<file path="config.mk">
export PLATFORM = sky130hd
export DESIGN_NAME = kmap_settle_timer
export DESIGN_NICKNAME = d
export VERILOG_FILES = /design/src/rtl/kmap_sweep_checker_settle_timer.sv
export SDC_FILE = /design/constraint.sdc
export NUM_CORES = 1
export LEC_CHECK = 0
export ABC_AREA = 1
export ABC_CLOCK_PERIOD_IN_PS = 2100
export CAP_MARGIN = 20
export CELL_PAD_IN_SITES_DETAIL_PLACEMENT = 1
export CELL_PAD_IN_SITES_GLOBAL_PLACEMENT = 1
export CORE_AREA = 2 2 39 41
export DETAILED_ROUTE_END_ITERATION = 6
export DIE_AREA = 0 0 41 43
export PLACE_DENSITY = 0.5
export REMOVE_ABC_BUFFERS = 1
export SLEW_MARGIN = 20
export SYNTH_ARGS = -nofsm -noshare
export SYNTH_HDL_FRONTEND = slang
export SYNTH_SLANG_ARGS = --single-unit
</file>
<file path="constraint.sdc">
create_clock -name clk -period 2.1 [get_ports clk]
set_input_delay 0.42 -clock clk [delete_from_list [all_inputs] [get_ports clk]]
set_output_delay 0.42 -clock clk [all_outputs]
set_load 0.005 [all_outputs]
</file>
<file path="src/rtl/kmap_sweep_checker_settle_timer.sv">
// Settle timer: loadable down-counter, o_expired high on the SETTLE-th enabled cycle.
// Ports: clk, rst_n, i_load (reload to SETTLE-1), i_en (count), o_expired.
// Latency: expires on the SETTLE-th enabled cycle after a load; no backpressure.
module kmap_settle_timer #(
  parameter int SETTLE = 2
) (
  input  logic clk,
  input  logic rst_n,
  input  logic i_load,
  input  logic i_en,
  output logic o_expired
);

  // Loading SETTLE-1 makes the zero count coincide with the last hold cycle,
  // so the FSM can leave DRIVE on the same cycle it sees expiry.
  localparam logic [3:0] LOAD_VAL = 4'(SETTLE - 1);

  logic [3:0] r_cnt;

  always_ff @(posedge clk or negedge rst_n) begin
    if (!rst_n) begin
      r_cnt <= '0;
    end else if (i_load) begin
      r_cnt <= LOAD_VAL;
    end else if (i_en && (r_cnt != 4'd0)) begin
      r_cnt <= r_cnt - 4'd1;
    end
  end

  assign o_expired = i_en && (r_cnt == 4'd0);

endmodule

</file>
==> summary by stage <==
Floorplanning
From bottom edge to top edge, the die measures 43 µm. The starting density of the core is between 10% and 20%. The core region is around 1400 µm². After floorplanning, the core was divided into 14 placement rows.

The die outline width is approximately 41 µm. The number of top-level design ports is 5. The floorplan die area is 1760 µm².

Routing
Summing over every cut layer, the via total after detailed routing is 222. The average vias per placed instance is around 3.8. The total detailed-routing wirelength is 492 µm.

The count of nets left with antenna violations once routing finished came out at 0. Dividing the detail-routed wire length by the instance count gives ~8.5 µm. The number of detailed-route iterations in the first pass is 2. For this run, design rule violations remaining after detail routing come to 0. The number of design-rule violations left by the first detailed-router iteration is 3.

Pwr
The internal power of the cells totals 181 µW. The portion of total power attributed to combinational logic is around a quarter. The share of total power in the clock network is a little over a third. Per report_power, the sequential group accounts for approximately 37% of the total. The ratio of total power to cell area is roughly 760 nW/µm². For this design the total switching power over the nets is around 77 µW. The net switching fraction of the power is 29.7%.

The cell leakage power is 0.177 nW. VDD sags by at most 0.000273 V. The power after layout is roughly 260 µW.

Clocking
No sink is reached through more buffers than the 2 on the longest clock path. CTS built an H-tree with a depth of 1. The cell at the root of the clock tree is clkbuf_4.

TritonCTS created 3 clock buffers. The CTS sink count is 4. For this design, the CTS-stage hold fixing added 0 buffers.

The post-CTS setup buffer count is 0. TritonCTS built the clock tree. Post-CTS repair changed the size of 0 cells. The clock insertion delay at the later pin of the skew report is 0.23 ns. After clock tree synthesis, the clock-pin slew on the worst setup and hold paths is about 0.04 ns.

Timing
Setup repair after global routing left no endpoint under its margin. The final number of hold-violating endpoints is 0. Setup violations remaining at the end of the flow were counted as 0.

The time the final worst path needs with I/O delays and setup is about 2.0 ns. Measured against its own limit, the worst slew margin works out to 84.6%. The slew at the pin with the worst max-slew slack is between 0.2 and 0.25 ns. The maximum clock frequency is 499 MHz. The final sum of negative setup slack is 0 ns. The count of final max-slew check failures was 0.

Dividing the final minimum period by the clock period gives 95.5%. Clock skew on the completed layout was measured at approximately 0.0024 ns.

GRT
The via count of the first global-routing pass was about 240. The total overflow left after global routing is 0. The pin count of the biggest net entering global routing is 6.

Global routing consumed, over all layers together, under 10% of the routing resources. The global-route wire length before repair is approximately 910 µm. The initial antenna violation count came to 0.

Yosys
The synthesized design contains 0 enable-type register cells. The top cell type by area accounts for ~39% of the synthesized area. Synthesis produced 35 cells. The synthesized design spends more area on one cell type than any other, namely dfrtp_1. In this run the mean area of a mapped cell was 7.29 µm². In the post-synthesis netlist, the biggest area contributors are dfrtp_1 (39%), nand2_1 (15%), ha_1 (9.8%).

The most frequently used cell type in the post-synthesis netlist is nand2_1. Yosys mapped the design onto 13 distinct sky130hd cell types. The count of yosys warnings during synthesis is 0. The prevailing post-synth register cell is dfrtp_1. After synthesis, the most frequently instantiated cells are nand2_1 (10), inv_1 (5), dfrtp_1 (4), nand3_1 (3), nor2_1 (3). Of all flip-flops after synthesis, the portion carrying an async set or reset was 100%.

In this run, synthesis produced a sequential element count of 4. Sequential cells were found to cover around two fifths of the synthesized design area. The netlist area before placement is about 260 µm².

Finish
In the final layout, the registers with the most flip-flops are r_cnt: 4 flops. In the final layout, the multi-input gates occupy 133 µm². The number of inserted filler cells in the final layout is between 150 and 200. More flip-flops sit in one register than any other, and that register is r_cnt. In the final layout, flip-flops and latches occupy around 100 µm².

The area added between synthesis and finish is 32.4%. 0 antenna diodes ended up in the layout. The flip-flop count of the largest register after layout is 4. After the last flow step, the layout net total stands at 50. In the final layout, the share of cells above drive strength 1 is a little under a fifth.

Placed design
The count of buffers added on input and output ports is 4. The placer congestion estimate is a little over 0.7. Once detailed placement completed, the half-perimeter wirelength came to 435 µm.

Setup path
The required time at the worst-slack endpoint is between 1.5 and 2 ns. The data arrival at the endpoint of the critical path is about 1.6 ns. The critical register-to-register path endpoint is r_cnt[3]$_DFFE_PN0P_. The startpoint type of the worst setup path is a primary input.

The register-to-register path setup slack is ~0.97 ns. The worst reg-to-reg path cell count is 8. The maximum fanout along the worst path is 2.

The launch point of the worst reg-to-reg path is r_cnt[0]$_DFFE_PN0P_. STA classifies the critical path endpoint as a primary output. The category of the most critical setup path is primary input to primary output.

Outcome
The run finished with clean final reports.

Hold path
The min-delay analysis places its worst path in the category primary input to asynchronous set/reset pin.

Job
The tool flagged a number of max-cap violations equal to 0.
==> layer usage <==
layer | wire length (µm) | vias up | GRT usage, % | share of wire, %
met4 | 0 | 0 | 10.0 | 0
met2 | 249 | 2 | 10.3 | 51
met3 | 11 | 0 | 3.14 | 2.2
li1 | - | 121 | - | -
met1 | 231 | 99 | 9.45 | 47
met5 | 0 | - | 0 | 0
==> worst max path at each step <==
stage                            to            startpoint  depth (start not counted)
after global routing      o_expired  r_cnt[1]$_DFFE_PN0P_                          5
after global placement    o_expired                  i_en                          4
after CTS                 o_expired  r_cnt[0]$_DFFE_PN0P_                          5
final                     o_expired                  i_en                          4
after floorplan           o_expired  r_cnt[0]$_DFFE_PN0P_                          4
after detailed placement  o_expired                  i_en                          4
==> worst max-delay path: stages <==
cell	delay [ns]
clkdlybuf4s50_1	0.50
inv_1	0.06
nor2_1	0.10
clkdlybuf4s50_1	0.50
==> stage by stage <==
stage / setup slack [ns] / instance area [µm²] / utilization (%) / hold WS (ns) / cells
after floorplan: 0.863 / 255 / - / 0.124 / 35
after global placement: 0.109 / 315 / 22.8 / 0.483 / 55
after detailed placement: 0.0886 / 315 / 22.8 / 0.498 / 55
after CTS: 0.0551 / 338 / 24.4 / 0.387 / 58
after global routing: 0.0298 / 338 / 24.4 / 0.391 / 58
final: 0.0952 / 338 / 24.4 / 0.389 / 58
==> layout make-up <==
cell class | count | share of cell area [%]
multi-input cells | 25 | 39.3
flip-flops and latches | 4 | 29.6
repair buffers | 4 | 11.9
clock buffers | 3 | 6.67
inverters | 6 | 6.67
well taps | 16 | 5.93
==> cells by family (layout without fill, tap and decap cells) <==
kind of cell / after synthesis / in the layout / synth area share (%)
AND/OR/NAND/NOR: 20 / 20 / 34.8
AO/OA/AOI/OAI: 2 / 2 / 3.92
adder cells (fa/ha/maj): 2 / 2 / 9.80
buffers and inverters: 6 / 13 / 8.82
XOR/XNOR: 1 / 1 / 3.43
flip-flops: 4 / 4 / 39.2
==> cell usage in the layout (no fill, tap or decap) <==
cell	n
xor2_1	1
nor2_1	3
a21oi_1	1
dfrtp_1	4
nand3_1	3
ha_1	2
o21ai_1	1
inv_1	4
nor2_2	1
clkbuf_4	3
inv_2	2
nand2_1	10
clkdlybuf4s50_1	4
nand4_1	1
nand2_2	2
==> power groups by stage <==
stage | registers, mW | logic (mW) | clock network (mW)
after floorplan | 0.0953 | 0.0487 | 0
after global placement | 0.0971 | 0.0683 | 0
after detailed placement | 0.0969 | 0.0698 | 0
after CTS | 0.0959 | 0.0702 | 0.100
after global routing | 0.0979 | 0.0799 | 0.105
final | 0.0963 | 0.0687 | 0.0927
No activity file was read; power rests on OpenSTA's default activity.
